$ cat src/rtl/signed_div_pkg.sv
// signed_div_pkg: shared constants and FSM encoding for the signed 8-bit
// restoring divider.
//   WIDTH - operand/result width in bits
//   STEPS - restoring-division steps per operation (one per quotient bit)
//   CNT_W - width of the step counter (must hold 0..STEPS)
//   state_t - divider control FSM states
package signed_div_pkg;

  localparam int WIDTH = 8;
  localparam int STEPS = 8;
  localparam int CNT_W = $clog2(STEPS + 1);

  typedef enum logic [1:0] {
    ST_IDLE = 2'd0,
    ST_CALC = 2'd1,
    ST_DONE = 2'd2
  } state_t;

endpackage

$ cat src/rtl/signed_div8_if.sv
// signed_div8_if: request/result bundle of the signed divider.
//   start, dividend, divisor                  - request (master -> slave)
//   busy, done, quotient, remainder,
//   div_by_zero, overflow                     - status/result (slave -> master)
interface signed_div8_if #(
  parameter int WIDTH = signed_div_pkg::WIDTH
);

  logic             start;
  logic [WIDTH-1:0] dividend;
  logic [WIDTH-1:0] divisor;
  logic             busy;
  logic             done;
  logic [WIDTH-1:0] quotient;
  logic [WIDTH-1:0] remainder;
  logic             div_by_zero;
  logic             overflow;

  modport master (
    output start, dividend, divisor,
    input  busy, done, quotient, remainder, div_by_zero, overflow
  );

  modport slave (
    input  start, dividend, divisor,
    output busy, done, quotient, remainder, div_by_zero, overflow
  );

endinterface

$ cat src/rtl/sdiv_abs.sv
// sdiv_abs: combinational two's-complement to sign/magnitude conversion.
//   value - signed WIDTH-bit input
//   mag   - WIDTH+1-bit magnitude (one extra bit so the most negative value
//           converts exactly)
//   neg   - sign of value
module sdiv_abs #(
  parameter int WIDTH = 8
) (
  input  logic [WIDTH-1:0] value,
  output logic [WIDTH:0]   mag,
  output logic             neg
);

  // Negate in WIDTH+1 bits so that -2^(WIDTH-1) yields +2^(WIDTH-1).
  always_comb begin
    neg = value[WIDTH-1];
    if (neg) begin
      mag = {1'b0, ~value} + (WIDTH+1)'(1);
    end else begin
      mag = {1'b0, value};
    end
  end

endmodule

$ cat src/rtl/signed_div8.sv
// signed_div8: multi-cycle signed divider (restoring, one quotient bit per
// cycle on sign/magnitude operands, sign correction at the end).
//   clk   - clock, rising edge
//   rst_n - asynchronous active-low reset
//   bus   - slave side of signed_div8_if: start/dividend/divisor in,
//           busy/done/quotient/remainder/div_by_zero/overflow out
// Quotient truncates toward zero, remainder takes the dividend's sign.
// Divide by zero returns quotient -1 and remainder = dividend.
module signed_div8
  import signed_div_pkg::*;
#(
  parameter int WIDTH = signed_div_pkg::WIDTH
) (
  input  logic          clk,
  input  logic          rst_n,
  signed_div8_if.slave  bus
);

  state_t           state_r;
  state_t           state_nx;
  logic [CNT_W-1:0] cnt_r;

  // Working registers: rem_r is the partial remainder, q_r starts as the
  // dividend magnitude and shifts quotient bits in from the right.
  logic [WIDTH-1:0] rem_r;
  logic [WIDTH-1:0] q_r;
  logic [WIDTH:0]   dvs_mag_r;
  logic             dvd_neg_r;
  logic             quo_neg_r;
  logic [WIDTH-1:0] dvd_raw_r;
  logic             zero_pend_r;

  logic             busy_r;
  logic             done_r;
  logic [WIDTH-1:0] quotient_r;
  logic [WIDTH-1:0] remainder_r;
  logic             dbz_r;
  logic             ovf_r;

  logic [WIDTH:0]   dvd_mag_s;
  logic [WIDTH:0]   dvs_mag_s;
  logic             dvd_neg_s;
  logic             dvs_neg_s;
  logic             divisor_zero_s;
  logic             last_step_s;
  logic [WIDTH:0]   shifted_s;
  logic [WIDTH:0]   diff_s;
  logic             fits_s;
  logic [WIDTH-1:0] rem_nx_s;
  logic [WIDTH-1:0] quo_fix_s;
  logic [WIDTH-1:0] rem_fix_s;

  sdiv_abs #(.WIDTH(WIDTH)) u_abs_dvd (
    .value (bus.dividend),
    .mag   (dvd_mag_s),
    .neg   (dvd_neg_s)
  );

  sdiv_abs #(.WIDTH(WIDTH)) u_abs_dvs (
    .value (bus.divisor),
    .mag   (dvs_mag_s),
    .neg   (dvs_neg_s)
  );

  assign divisor_zero_s = (bus.divisor == {WIDTH{1'b0}});
  assign last_step_s    = (cnt_r == CNT_W'(STEPS));

  // One restoring step. The partial remainder stays below the divisor
  // (at most 2^(WIDTH-1)), so shifted_s < 2^WIDTH and the top bit of the
  // WIDTH+1-bit difference is exactly the borrow.
  always_comb begin
    shifted_s = {rem_r, q_r[WIDTH-1]};
    diff_s    = shifted_s - dvs_mag_r;
    fits_s    = ~diff_s[WIDTH];
    if (fits_s) begin
      rem_nx_s = diff_s[WIDTH-1:0];
    end else begin
      rem_nx_s = shifted_s[WIDTH-1:0];
    end
  end

  // Sign correction applied when the last step has completed.
  always_comb begin
    if (quo_neg_r) begin
      quo_fix_s = -q_r;
    end else begin
      quo_fix_s = q_r;
    end
    if (dvd_neg_r) begin
      rem_fix_s = -rem_r;
    end else begin
      rem_fix_s = rem_r;
    end
  end

  // Next-state logic. A zero divisor spends one non-busy cycle in IDLE
  // (zero_pend_r) so its done pulse follows the accepting edge by one edge.
  always_comb begin
    state_nx = state_r;
    case (state_r)
      ST_IDLE: begin
        if (zero_pend_r) begin
          state_nx = ST_DONE;
        end else if (bus.start && !divisor_zero_s) begin
          state_nx = ST_CALC;
        end else begin
          state_nx = ST_IDLE;
        end
      end
      ST_CALC: begin
        if (last_step_s) begin
          state_nx = ST_DONE;
        end else begin
          state_nx = ST_CALC;
        end
      end
      ST_DONE: state_nx = ST_IDLE;
      default: state_nx = ST_IDLE;
    endcase
  end

  // State register.
  always_ff @(posedge clk or negedge rst_n) begin
    if (!rst_n) begin
      state_r <= ST_IDLE;
    end else begin
      state_r <= state_nx;
    end
  end

  // Datapath, step counter and registered outputs.
  always_ff @(posedge clk or negedge rst_n) begin
    if (!rst_n) begin
      cnt_r       <= {CNT_W{1'b0}};
      rem_r       <= {WIDTH{1'b0}};
      q_r         <= {WIDTH{1'b0}};
      dvs_mag_r   <= {(WIDTH+1){1'b0}};
      dvd_neg_r   <= 1'b0;
      quo_neg_r   <= 1'b0;
      dvd_raw_r   <= {WIDTH{1'b0}};
      zero_pend_r <= 1'b0;
      busy_r      <= 1'b0;
      done_r      <= 1'b0;
      quotient_r  <= {WIDTH{1'b0}};
      remainder_r <= {WIDTH{1'b0}};
      dbz_r       <= 1'b0;
      ovf_r       <= 1'b0;
    end else begin
      busy_r <= (state_nx == ST_CALC);
      done_r <= (state_nx == ST_DONE);
      case (state_r)
        ST_IDLE: begin
          if (zero_pend_r) begin
            zero_pend_r <= 1'b0;
            quotient_r  <= {WIDTH{1'b1}};
            remainder_r <= dvd_raw_r;
            dbz_r       <= 1'b1;
          end else if (bus.start) begin
            // Bit WIDTH of the dividend magnitude seeds the partial
            // remainder; the low bits are consumed one per step.
            rem_r       <= {{(WIDTH-1){1'b0}}, dvd_mag_s[WIDTH]};
            q_r         <= dvd_mag_s[WIDTH-1:0];
            dvs_mag_r   <= dvs_mag_s;
            dvd_neg_r   <= dvd_neg_s;
            quo_neg_r   <= dvd_neg_s ^ dvs_neg_s;
            dvd_raw_r   <= bus.dividend;
            zero_pend_r <= divisor_zero_s;
            cnt_r       <= {CNT_W{1'b0}};
            dbz_r       <= 1'b0;
            ovf_r       <= 1'b0;
          end
        end
        ST_CALC: begin
          if (last_step_s) begin
            quotient_r  <= quo_fix_s;
            remainder_r <= rem_fix_s;
            // A positive quotient with its top bit set only arises from
            // -2^(WIDTH-1) / -1, which does not fit.
            ovf_r       <= ~quo_neg_r & q_r[WIDTH-1];
          end else begin
            rem_r <= rem_nx_s;
            q_r   <= {q_r[WIDTH-2:0], fits_s};
            cnt_r <= cnt_r + CNT_W'(1);
          end
        end
        ST_DONE: begin
          cnt_r <= {CNT_W{1'b0}};
        end
        default: begin
          cnt_r <= {CNT_W{1'b0}};
        end
      endcase
    end
  end

  assign bus.busy        = busy_r;
  assign bus.done        = done_r;
  assign bus.quotient    = quotient_r;
  assign bus.remainder   = remainder_r;
  assign bus.div_by_zero = dbz_r;
  assign bus.overflow    = ovf_r;

endmodule
$ cat src/flat_wrapper.sv
// flat-port wrapper written by rule: the top's interface ports become plain ports
module signed_div8_flat import signed_div_pkg::*;
#(
  parameter int WIDTH = signed_div_pkg::WIDTH
)
  (clk, rst_n, bus_start, bus_dividend, bus_divisor, bus_busy, bus_done, bus_quotient, bus_remainder, bus_div_by_zero, bus_overflow);
  signed_div8_if #(.WIDTH(WIDTH)) bus_i ();
  input  logic clk;
  input  logic rst_n;
  input wire logic [$bits(bus_i.start)-1:0] bus_start;
  input wire logic [$bits(bus_i.dividend)-1:0] bus_dividend;
  input wire logic [$bits(bus_i.divisor)-1:0] bus_divisor;
  output wire logic [$bits(bus_i.busy)-1:0] bus_busy;
  output wire logic [$bits(bus_i.done)-1:0] bus_done;
  output wire logic [$bits(bus_i.quotient)-1:0] bus_quotient;
  output wire logic [$bits(bus_i.remainder)-1:0] bus_remainder;
  output wire logic [$bits(bus_i.div_by_zero)-1:0] bus_div_by_zero;
  output wire logic [$bits(bus_i.overflow)-1:0] bus_overflow;
  assign bus_i.start = bus_start;
  assign bus_i.dividend = bus_dividend;
  assign bus_i.divisor = bus_divisor;
  assign bus_busy = bus_i.busy;
  assign bus_done = bus_i.done;
  assign bus_quotient = bus_i.quotient;
  assign bus_remainder = bus_i.remainder;
  assign bus_div_by_zero = bus_i.div_by_zero;
  assign bus_overflow = bus_i.overflow;
  signed_div8 #(.WIDTH(WIDTH)) u_core (.clk(clk), .rst_n(rst_n), .bus(bus_i));
endmodule
$ cat config.mk
export PLATFORM = sky130hd
export DESIGN_NAME = signed_div8_flat
export DESIGN_NICKNAME = d
export VERILOG_FILES = /design/src/rtl/signed_div_pkg.sv /design/src/rtl/signed_div8_if.sv /design/src/rtl/sdiv_abs.sv /design/src/rtl/signed_div8.sv /design/src/flat_wrapper.sv
export SDC_FILE = /design/constraint.sdc
export NUM_CORES = 1
export LEC_CHECK = 0
export CAP_MARGIN = 20
export CORE_ASPECT_RATIO = 0.5
export CORE_MARGIN = 2
export CORE_UTILIZATION = 61
export DETAILED_ROUTE_END_ITERATION = 12
export PLACE_DENSITY = 0.85
export SLEW_MARGIN = 20
export SYNTH_ARGS = -nofsm -noshare
export SYNTH_HDL_FRONTEND = slang
export SYNTH_SLANG_ARGS = --single-unit
$ cat constraint.sdc
create_clock -name clk -period 5.9 [get_ports clk]
set_input_delay 1.475 -clock clk [delete_from_list [all_inputs] [get_ports clk]]
set_output_delay 1.475 -clock clk [all_outputs]
set_load 0.02 [all_outputs]
==> qor.csv <==
metric,value,unit
cp_max_fo,24,
pin_count,39,
die_area,6500,sq um
syn_area,3560,sq um
min_from,u_core.bus.remainder[2]$_DFFE_PN0P_,
antennaDiodeCount,0,
slew_viol_final,0,
ctsHoldBuffers,0,
holdCritPathClass,reg2reg,
die_y,58.0,microns
dpl.cell_count,491,
final_cells,507,
clk_pin_slew,0.05,ns
p_sw,0.00114,W
syn-num-nets,430,
coreArea,5560,sq um
drive_above_1_share,6.45,%
crit_required,6.11,ns
synth_cell_types,49,
r2r_end,u_core.q_r[0]$_DFFE_PN0P_,
postCtsSetupBuffers,0,
ys_async_sr_fraction,100,%
synth_area_leader_cell,dfrtp_1,
dpl_worst_slack,2.53,ns
cp_top_family,simple AND/OR/NAND/NOR gates,
cts_resized,0,
cp-start-kind,input pin,
n_fill_cell,377,
synth-seq-cells,61,
syn_to_final_growth,20.7,%
fin_tns_setup,0,ns
antenna_found_initial,0,
final_common_cell,nand2_1,
internal_power,0.00160,W
critPathCaptureType,register,
irDropWorstVdd,0.338,mV
cts_root_buf,clkbuf_16,
p_seq_share,28.8,%
netlist.area_leader.share,42.9,%
syn_inst,396,
path_depth,5,
swShare,41.6,%
htreeDepth,3,
critical_path_buf_inv_count,1,
numCtsBuffers,9,
clock_path_buffers,2,
cts_tree,built,
rrSetupSlack,3.08,ns
drt_pass1_iterations,7,
worst_pin_slew,0.921,ns
grt_usage,28.2,%
final_nets,463,
start_util,64.0,%
fmax,327,MHz
clock_power_share,20.9,%
first_global_vias,2827,
r2r-start,u_core.state_r[1]$_DFF_PN0_,
syn_area_per_cell,8.99,sq um
yosysSeqAreaShare,42.9,%
multi_input_area,1880,sq um
holdPathEnd,u_core.bus.remainder[2]$_DFFE_PN0P_,
dp_hpwl,5820,microns
ys_warn_count,0,
overflow,0,
wire_per_inst,16.8,microns
vias,2969,
p_comb_share,50.4,%
fin_crit_sh,51.8,%
cp_cell_sequence,"clkdlybuf4s50_1, nor2b_1, o21bai_1, or2_1, a221o_1",
placed_area,3970,sq um
period_needed,3.06,ns
slew_headroom,38.4,%
viasPerCell,5.86,
yosys-top-cells-area,"dfrtp_1 43%, nand2_1 7.8%, ha_1 4.9%",
whs_path_depth,2,
power_density,636,nW/um^2
grt_start_max_net_pins,62,
skew,0.00454,ns
power_leakage,1.94,nW
final_area,4290,sq um
die_w,112,microns
max_stage_delay,0.52,ns
fin_ws,2.84,ns
arrival,3.27,ns
regArea,1530,sq um
status,completed,
port-buffer-count,38,
wl,8510,microns
clock_latency,0.33,ns
cpMaxStageDelayCell,or2_1,
rows,19,
layout_common_cells,"74 x nand2_1, 61 x dfrtp_1, 37 x clkdlybuf4s50_1, 33 x o21ai_0, 29 x nor2_1",
r2r_cells,5,
synth_ff_type,dfrtp_1,
crit_type,in2reg,
drv_cap,0,
synth_edf_count,0,
grt_pass1_wl,13900,microns
report.power.total,0.00273,W
setup_viol,0,
drc,0,
drt_iter0_drc,226,
clock_sinks,61,
ant_nets,0,
place_congestion,0.893,
finalHoldViolations,0,
rsz0062_at_grt,no,
cell families (layout without fill, tap and decap cells):
| kind of cell | Yosys count | in the layout | synth area share (%) |
|---|---|---|---|
| flip-flops | 61 | 61 | 42.9 |
| adder cells (fa/ha/maj) | 15 | 15 | 5.49 |
| AO/OA/AOI/OAI | 92 | 92 | 16.7 |
| multiplexers | 17 | 17 | 4.96 |
| AND/OR/NAND/NOR | 143 | 143 | 18.0 |
| XOR/XNOR | 28 | 28 | 7.63 |
| buffers and inverters | 40 | 78 | 4.32 |
worst reg2reg max path: stages (launching register included):
cell and delay, ns:
dfrtp_1 0.46, nand2b_1 0.57, nor2_1 0.66, or2_1 0.71
a22oi_1 0.20, o21ai_0 0.13
state kept, by name (all words and copies together) (netlist names):
signal                  cells
u_core.dvs_mag_r            9
u_core.bus.quotient         8
u_core.bus.remainder        8
u_core.q_r                  8
u_core.rem_r                8
u_core.dvd_raw_r            7
u_core.cnt_r                4
u_core.state_r              2
u_core.bus.busy             1
u_core.bus.div_by_zero      1
u_core.bus.done             1
u_core.bus.overflow         1
u_core.dvd_neg_r            1
u_core.quo_neg_r            1
u_core.zero_pend_r          1
stage by stage:
step / hold WS [ns] / utilization, %
floorplan: 0.440 / -
global placement: 0.452 / 71.3
detailed placement: 0.470 / 71.3
CTS: 0.482 / 77.2
global route: 0.513 / 77.2
finish: 0.477 / 77.2
layer usage:
metal / wire length [microns] / track usage (%) / vias to the layer above
met4: 180 / 9.41 / 0
met5: 0 / 0 / -
met1: 3660 / 34.7 / 1417
met3: 624 / 10.1 / 19
met2: 4050 / 47.6 / 113
li1: - / - / 1420
Yosys cell counts (all sizes together), types with 2 or more instances:
cell	count
a211oi	2
nor2b	7
nand2	74
a22o	2
xor2	12
nand2b	5
o31ai	10
clkbuf	15
dfrtp	61
a21oi	18
nor3	6
nand3b	2
o21ai	42
a31oi	3
o41ai	2
or3	6
mux2	2
buf	3
or4	2
nand3	4
nor2	29
ha	14
and3	2
mux2i	15
xnor2	16
a32oi	2
inv	22
or2	3
o21a	2
layout make-up:
class	instances	area share [%]
clock buffer	10	5.57
clock inverter	6	2.01
inverter	22	1.92
multi-input combinational	295	43.7
sequential	61	35.5
tap	73	2.13
timing repair buffer	40	9.09
worst max-delay path by stage:
stage | slack (ns) | endpoint | start
floorplan | 3.28 | u_core.q_r[5]$_DFFE_PN0P_ | bus_dividend[2]
global placement | 2.60 | u_core.rem_r[4]$_DFFE_PN0P_ | bus_start
detailed placement | 2.53 | u_core.q_r[0]$_DFFE_PN0P_ | bus_start
CTS | 2.85 | u_core.rem_r[4]$_DFFE_PN0P_ | bus_start
global route | 2.63 | u_core.dvs_mag_r[7]$_DFFE_PN0P_ | bus_start
finish | 2.84 | u_core.rem_r[4]$_DFFE_PN0P_ | bus_start
power by group through the flow:
stage / sequential [W] / combinational (W) / clock [W]
finish: 0.000786 / 0.00138 / 0.000570
floorplan: 0.000782 / 0.000980 / 0
detailed placement: 0.000778 / 0.00135 / 0
CTS: 0.000779 / 0.00137 / 0.000570
global placement: 0.000762 / 0.00129 / 0
global route: 0.000806 / 0.00151 / 0.000591
No activity file was read; power rests on OpenSTA's default activity.
